### src/rtl/board_mem_arbiter_pkg.sv
// Shared board geometry, owner-tag encoding and pipeline tag layout for the board RAM arbiter.
package board_mem_arbiter_pkg;

  localparam int BOARD_W      = 10;
  localparam int BOARD_H      = 20;
  localparam int COLOR_W      = 3;
  localparam int BOARD_CELLS  = BOARD_W * BOARD_H;
  localparam int STARVE_LIMIT = 16;

  typedef enum logic [1:0] {
    OWNER_NONE = 2'd0,
    OWNER_DISP = 2'd1,
    OWNER_GAME = 2'd2
  } owner_t;

  // owner routes mem_rdata; the flags cover results that never touch the RAM
  typedef struct packed {
    owner_t owner;
    logic   pix_zero;
    logic   pix_hold;
    logic   game_zero;
  } tag_t;

  localparam tag_t TAG_IDLE = '{owner: OWNER_NONE, pix_zero: 1'b0, pix_hold: 1'b0, game_zero: 1'b0};

endpackage

### src/rtl/board_mem_arbiter_addr_calc.sv
// Maps a print position onto a board cell index and flags positions outside the board.
module board_addr_calc #(
  parameter int BOARD_W = board_mem_arbiter_pkg::BOARD_W,
  parameter int BOARD_H = board_mem_arbiter_pkg::BOARD_H
) (
  input  logic [9:0] count_x,
  input  logic [9:0] count_y,
  output logic [7:0] cell_idx,
  output logic       out_of_range
);

  // index is deliberately evaluated at 8 bits; only in-range positions use it
  assign cell_idx     = count_y[7:0] * 8'(BOARD_W) + count_x[7:0];
  assign out_of_range = (count_x >= 10'(BOARD_W)) || (count_y >= 10'(BOARD_H));

endmodule

### src/rtl/board_mem_arbiter.sv
// Single-port board RAM arbiter: display fetch has priority over game access.
// Define BOARD_ARB_STARVE_GUARD_EN to let a starved game request steal one display slot.
module board_mem_arbiter #(
  parameter int BOARD_W      = board_mem_arbiter_pkg::BOARD_W,
  parameter int BOARD_H      = board_mem_arbiter_pkg::BOARD_H,
  parameter int COLOR_W      = board_mem_arbiter_pkg::COLOR_W,
  parameter int STARVE_LIMIT = board_mem_arbiter_pkg::STARVE_LIMIT
) (
  input  logic               clock,
  input  logic               reset_n,
  input  logic               disp_active,
  input  logic [9:0]         count_x,
  input  logic [9:0]         count_y,
  input  logic               game_req,
  input  logic               game_we,
  input  logic [7:0]         game_addr,
  input  logic [COLOR_W-1:0] game_wdata,
  output logic               game_gnt,
  output logic [COLOR_W-1:0] game_rdata,
  output logic               game_rvalid,
  output logic               mem_en,
  output logic               mem_we,
  output logic [7:0]         mem_addr,
  output logic [COLOR_W-1:0] mem_wdata,
  input  logic [COLOR_W-1:0] mem_rdata,
  output logic [COLOR_W-1:0] pix_color,
  output logic               pix_valid
);
  import board_mem_arbiter_pkg::*;

  localparam int CELLS = BOARD_W * BOARD_H;

  logic [7:0]         disp_idx;
  logic               disp_oor;
  logic               steal;
  logic               disp_own;
  logic               game_own;
  logic               game_in_range;
  tag_t               tag_next;
  tag_t               tag_pipe_reg [2];
  logic [COLOR_W-1:0] pix_color_reg;
  logic [COLOR_W-1:0] game_rdata_reg;

  board_addr_calc #(
    .BOARD_W(BOARD_W),
    .BOARD_H(BOARD_H)
  ) u_addr_calc (
    .count_x     (count_x),
    .count_y     (count_y),
    .cell_idx    (disp_idx),
    .out_of_range(disp_oor)
  );

`ifdef BOARD_ARB_STARVE_GUARD_EN
  localparam int CNT_W = $clog2(STARVE_LIMIT + 1);
  logic [CNT_W-1:0] starve_cnt_reg;
  logic [CNT_W-1:0] starve_cnt_next;

  assign steal = disp_active && game_req && (starve_cnt_reg >= CNT_W'(STARVE_LIMIT));

  always_comb begin
    starve_cnt_next = starve_cnt_reg;
    if (game_own)
      starve_cnt_next = '0;
    else if (game_req && (starve_cnt_reg < CNT_W'(STARVE_LIMIT)))
      starve_cnt_next = starve_cnt_reg + 1'b1;
  end

  always_ff @(posedge clock or negedge reset_n) begin
    if (!reset_n) starve_cnt_reg <= '0;
    else          starve_cnt_reg <= starve_cnt_next;
  end
`else
  // display always wins; the limit only matters when the guard is built in
  assign steal = (STARVE_LIMIT < 0);
`endif

  assign game_in_range = (int'(game_addr) < CELLS);
  assign disp_own      = disp_active && !steal;
  assign game_own      = !disp_own && game_req;

  always_comb begin
    mem_en    = 1'b0;
    mem_we    = 1'b0;
    mem_addr  = '0;
    mem_wdata = '0;
    game_gnt  = 1'b0;
    tag_next  = TAG_IDLE;
    if (disp_own) begin
      if (!disp_oor) begin
        mem_en         = 1'b1;
        mem_addr       = disp_idx;
        tag_next.owner = OWNER_DISP;
      end else begin
        tag_next.pix_zero = 1'b1;
      end
    end else if (game_own) begin
      game_gnt          = 1'b1;
      tag_next.pix_hold = steal;
      if (game_in_range) begin
        mem_en    = 1'b1;
        mem_we    = game_we;
        mem_addr  = game_addr;
        mem_wdata = game_wdata;
        if (!game_we) tag_next.owner = OWNER_GAME;
      end else begin
        tag_next.game_zero = !game_we;
      end
    end
    // RAM port and grant stay quiet for the whole reset window
    if (!reset_n) begin
      mem_en    = 1'b0;
      mem_we    = 1'b0;
      mem_addr  = '0;
      mem_wdata = '0;
      game_gnt  = 1'b0;
    end
  end

  always_ff @(posedge clock or negedge reset_n) begin
    if (!reset_n) begin
      tag_pipe_reg[0] <= TAG_IDLE;
      tag_pipe_reg[1] <= TAG_IDLE;
      pix_color_reg   <= '0;
      game_rdata_reg  <= '0;
    end else begin
      tag_pipe_reg[0] <= tag_next;
      tag_pipe_reg[1] <= tag_pipe_reg[0];
      if (tag_pipe_reg[0].owner == OWNER_DISP) pix_color_reg <= mem_rdata;
      else if (tag_pipe_reg[0].pix_zero)       pix_color_reg <= '0;
      if (tag_pipe_reg[0].owner == OWNER_GAME) game_rdata_reg <= mem_rdata;
      else if (tag_pipe_reg[0].game_zero)      game_rdata_reg <= '0;
    end
  end

  assign pix_color   = pix_color_reg;
  assign pix_valid   = (tag_pipe_reg[1].owner == OWNER_DISP) || tag_pipe_reg[1].pix_zero
                       || tag_pipe_reg[1].pix_hold;
  assign game_rdata  = game_rdata_reg;
  assign game_rvalid = (tag_pipe_reg[1].owner == OWNER_GAME) || tag_pipe_reg[1].game_zero;

endmodule
### config.mk
export PLATFORM = sky130hd
export DESIGN_NAME = board_mem_arbiter
export DESIGN_NICKNAME = d
export VERILOG_FILES = /design/src/rtl/board_mem_arbiter_pkg.sv /design/src/rtl/board_mem_arbiter_addr_calc.sv /design/src/rtl/board_mem_arbiter.sv
export SDC_FILE = /design/constraint.sdc
export NUM_CORES = 1
export LEC_CHECK = 0
export BUFFER_PORTS_ARGS = -buffer_cell sky130_fd_sc_hd__buf_2
export CORE_MARGIN = 5
export CORE_UTILIZATION = 44
export DETAILED_ROUTE_END_ITERATION = 8
export GPL_TIMING_DRIVEN = 0
export PLACE_DENSITY = 0.78
export SLEW_MARGIN = 30
export SYNTH_ARGS = -nofsm -noshare
export SYNTH_HDL_FRONTEND = slang
export SYNTH_SLANG_ARGS = --single-unit
export TNS_END_PERCENT = 30
### constraint.sdc
create_clock -name clock -period 2.9 [get_ports clock]
set_input_delay 0.435 -clock clock [delete_from_list [all_inputs] [get_ports clock]]
set_output_delay 0.435 -clock clock [all_outputs]
set_load 0.05 [all_outputs]
Word level (Yosys, flattened, before mapping)
Index checks and enable logic that the tools add are counted.
{ "word_totals": {"ff_bits": 16, "inputBits": 39, "out_inout_bits": 22, "wordCells": 63} }
{ "op_classes": {"n_addsub": 1, "mul": 1, "magnitude_cmp": 3, "eq_ne": 4, "mux": 35, "n_reduce_logical": 9} }
{ "op_table": {"columns": ["cell", "n"], "rows": [
  ["8-bit 2-to-1 mux", 5],
  ["3-bit 2-to-1 mux", 8],
  ["1-bit 2-to-1 mux", 18],
  ["10-bit by 4-bit greater-or-equal comparator with 1-bit output, second input constant", 1],
  ["10-bit by 5-bit greater-or-equal comparator with 1-bit output, second input constant", 1],
  ["8-bit adder", 1],
  ["8-bit < comparator, second input constant", 1],
  ["8-bit by 3-bit multiplier with 7-bit output, second input constant", 1],
  ["2-bit 2-to-1 mux", 4],
  ["2-bit by 1-bit equality test with 1-bit output, second input constant", 2],
  ["2-bit equality test, second input constant", 2],
  ["1-bit logical OR", 4],
  ["2-bit nonzero test", 2],
  ["1-bit logical NOT", 2],
  ["1-bit logical AND", 1]
]} }

Longest topological paths before layout
{ "depth": {"depth_word": 5, "depth_mapped": 9} }

By module
From an unflattened synthesis, not the netlist that was laid out.
{ "hier_totals": {"hier_cells": 108, "area_unflattened_um2": 1141.1} }
{ "modules_own_cells": {"columns": ["module", "instances", "cells_each", "area_each_um2", "seq_area_each_um2"], "rows": [
  ["board_mem_arbiter", 1, 56, 703.2, 350.3],
  ["board_addr_calc", 1, 52, 437.9, 0.0]
]} }

Worst setup path after synthesis
No wires, ideal clock.
{ "synth_path": {"path_type": "in2out", "startpoint": "input port count_y[1]", "endpoint": "output port mem_addr[7]", "arrival_time_ns": 2.878, "slack_ns": -0.413, "stages": 9, "path_buffers": 0, "path_cell_list": "ha_1 > ha_1 > fa_1 > xor2_1 > ha_1 > nand4_1 > and4b_1 > xnor2_1 > o21ai_1"} }
{ "synth_via": {"elab_chain_cells": 5} }
{ "synth_rtl": {"columns": ["element", "line", "text"], "rows": [
  ["start: declaration", "board_mem_arbiter.sv:13", "input logic [9:0] count_y,"],
  ["8-bit by 3-bit multiplier with 7-bit output / 10-bit by 5-bit greater-or-equal comparator with 1-bit output (equally long branches)", "board_mem_arbiter_addr_calc.sv:13, board_mem_arbiter_addr_calc.sv:14", null],
  ["8-bit adder / 1-bit logical OR (equally long branches)", "board_mem_arbiter_addr_calc.sv:13, board_mem_arbiter_addr_calc.sv:14", null],
  ["8-bit 2-to-1 mux *", "board_mem_arbiter.sv:90", "if (!disp_oor) begin"],
  ["8-bit 2-to-1 mux *", "board_mem_arbiter.sv:89", "if (disp_own) begin"],
  ["8-bit 2-to-1 mux *", "board_mem_arbiter.sv:111", "if (!reset_n) begin"],
  ["end: declaration", "board_mem_arbiter.sv:23", "output logic [7:0] mem_addr,"]
]} }
Mark *: on every way between the ends. The rest lies on a longest branch, timed or not.

Final worst setup path
{ "layout_path": {"startpoint": "input port count_y[3]", "endpoint": "output port mem_addr[7]"} }
The elaborated chain is that of the path after synthesis.

==> results.yml <==
outcome:
  outcome: "complete, but fails checks"
  violations: "setup timing"
setup_path:
  critPathMaxFanout: 4
  critPathKind: "primary input to output port"
  cp.required_ps: 2470
  cpMaxStageDelayCell: "fa_2"
  cp.arrival_ps: 2560
  start_kind: "primary input"
  cpPeakStageDelay_ps: 340
  endpoint_kind: "output port"
  cpMostUsedCell: "ha_4"
  crit_chain: "buf_8 -> ha_4 -> ha_4 -> fa_2 -> xor2_1 -> ha_1 -> nand4_1 -> and4b_1 -> xnor2_2 -> o21ai_4 -> buf_6"
clock_tree:
  tritoncts: "done"
  cts_buffers: 3
  clockBufferDepth: 2
  clk_latency_ps: 270
  cts.sinks: 14
  clkSlewWorstSetupHoldPaths_ps: 90
  holdBufCountCts: 0
  h-tree-depth: 1
  cts_root_buffer: "clkbuf_4"
placed_design:
  place_hpwl_mm: 2.47
  gp_congestion: 0.769
  dpl_cell_area_mm2: 0.00149
  numPortBuffers: 60
  dp.cells: 203
final_layout:
  stdcell_count: 210
  nets: 235
  fin_util_pct: 66.8
  nFillCells: 213
  drive_gt1_share_pct: 47.8
  fin_area_mm2: 0.00165
  diodes: 0
  largest_register_ffs: 8
  area_delta_synth_final_pct: 45.4
global_routing:
  grt_max_degree: 22
  grt_pass1_vias: 1164
  grt_pass1_wl_mm: 4.87
  grt_usage_pct: 17.2
  grt_overflow: 0
  antenna_found_initial: 0
route:
  wl_per_cell_um: 14.6
  first_iter_violations: 42
  vias_per_cell: 5.40
  dr.pass1.iters: 4
  drc: 0
  vias: 1135
  antenna_left: 0
  routed_wl_mm: 3.06
sta:
  relSlewSlack_pct: 72.7
  skew_ps: 8.52
  drv_slew: 0
  holdWs_ps: 83.0
  rsz0062_at_grt: "true"
  fin_ws_ps: -90.3
  worst_pin_slew_ps: 410
  layout_min_cycle_time_ps: 2990
  finalHoldViolCount: 0
  min_period_over_period_pct: 103
  max_freq_mhz: 334
  final-setup-viol-count: 2
floorplanning:
  rows: 18
  start_util_pct: 45.9
  io_pins: 61
  core_mm2: 0.00248
  dieArea_mm2: 0.00370
  die_h_um: 60.8
  fp.dieW_um: 60.8
power_and_ir_drop:
  p_per_area_mw_per_mm2: 393
  p_comb_share_pct: 46.7
  p_clk_share_pct: 20.7
  seqPwrFrac_pct: 32.6
  p_int_mw: 0.417
  peakVddDrop_uv: 303
  p_leak_nw: 0.836
  p_sw_mw: 0.234
  swShare_pct: 35.9
synth:
  synth_area_mm2: 0.00114
  synthCells: 113
  synth_fp_nets: 167
  synth_flop_cell: "dfrtp_1"
  ys_warn_count: 0
  synth_cell_types: 38
  ys_seq_area_share_pct: 30.8
  synthArstFlopShare_pct: 100
  synth-seq-cells: 14
  synth-edff-count: 0
  avgSynthCellArea_um2: 10.1
job:
  cap_violations: 0
min_path:
  worstHoldPathType: "primary input to async pin"
per-layer routing:
metal  vias to the layer above  share of wire, %  GRT usage [%]
li1                        550                 -              -
met1                       547                38           18.8
met4                         0               1.1           5.88
met2                        32                55           33.4
met5                         -                 0              0
met3                         6               5.7           2.34
Yosys cell counts (2+ instances only):
library cell / count / area (µm²)
dfrtp_1: 14 / 350
ha_1: 13 / 163
xnor2_1: 8 / 70.1
nor2b_1: 7 / 43.8
o21ai_0: 7 / 35.0
a22oi_1: 6 / 45.0
and3_1: 6 / 37.5
nand3b_1: 6 / 45.0
inv_1: 5 / 18.8
a21o_1: 4 / 30.0
a21oi_1: 3 / 15.0
fa_1: 2 / 40.0
nand2_1: 2 / 7.51
nand2b_1: 2 / 12.5
nand3_1: 2 / 10.0
nor2_1: 2 / 7.51
o21ai_1: 2 / 10.0
xor2_1: 2 / 17.5
timing repair:
item,in CTS,in global routing
pin swaps,8,8
gates resized for setup,16,4
setup buffers,2,1
endpoints found under the setup margin,3,3
endpoints found under the hold margin,0,0
worst max-delay path: cells and delay by family:
| family | cells | cell delay (ps) |
|---|---|---|
| adder cells (fa/ha/maj) | 4 | 1060 |
| XOR/XNOR | 2 | 300 |
| buffers and inverters | 2 | 270 |
| AND/OR/NAND/NOR | 2 | 330 |
| AO/OA/AOI/OAI | 1 | 160 |
final timing paths:
check                                           from                         to  slack (ps)  cells after the start
max                                       count_y[3]                mem_addr[7]         -90                     11
min                                          reset_n  game_rdata[0]$_DFFE_PN0P_          80                      1
max reg2reg                tag_pipe_reg[9]$_DFF_PN0_   pix_color[2]$_DFFE_PN0P_        1960                      3
min reg2reg                tag_pipe_reg[8]$_DFF_PN0_  tag_pipe_reg[3]$_DFF_PN0_         390                      0
max in group asynchronous                    reset_n  tag_pipe_reg[2]$_DFF_PN0_        2520                      1
min in group clock                           game_we  tag_pipe_reg[9]$_DFF_PN0_         350                      2
cells by family (layout without fill, tap and decap cells):
logic type	Yosys count	after routing	share of synthesized area, %
xor gates and xnor gates	10	10	7.70
and+or+nand+nor	39	39	23.7
buffers and inverters	7	74	3.63
adders and majority gates	15	15	17.8
AOI/OAI and AO/OA	28	28	16.4
DFF	14	14	30.8
metrics by stage:
| stage | setup WS (ps) | total power, mW | setup TNS (ps) |
|---|---|---|---|
| 2_1_floorplan | -77.5 | 0.403 | -136 |
| 3_3_place_gp | -362 | 0.471 | -679 |
| 3_5_place_dp | -423 | 0.478 | -743 |
| 4_1_cts | -117 | 0.637 | -117 |
| 5_1_grt | -172 | 0.696 | -281 |
| 6_report | -90.3 | 0.650 | -136 |
power groups by stage:
stage,Sequential (mW),Clock [mW],Combinational [mW]
6_report,0.212,0.135,0.304
5_1_grt,0.213,0.150,0.333
4_1_cts,0.212,0.137,0.289
3_5_place_dp,0.216,0,0.262
3_3_place_gp,0.215,0,0.257
2_1_floorplan,0.245,0,0.158
cell type report:
type / instances / area (µm²) / area share, %
Multi-Input combinational cell: 92 / 835 / 50.5
Timing Repair Buffer: 63 / 354 / 21.4
Sequential cell: 14 / 350 / 21.2
Tap cell: 30 / 37.5 / 2.27
Clock buffer: 4 / 36.3 / 2.19
Buffer: 2 / 22.5 / 1.36
Inverter: 5 / 18.8 / 1.13
cell usage in the layout (no fill, tap or decap), types with 2 or more instances in the layout:
cell type / count
buf_2: 55
dfrtp_1: 14
o21ai_0: 7
xnor2_1: 7
ha_1: 7
and3_1: 6
a22oi_1: 6
nor2b_1: 6
nand3b_1: 6
inv_1: 5
ha_4: 5
a21o_1: 4
buf_6: 4
clkbuf_4: 4
a21oi_1: 3
buf_4: 3
xor2_1: 2
nand3_1: 2
nand2_1: 2
nor2_1: 2
nand2b_1: 2
(Power assumes the default switching activity.)
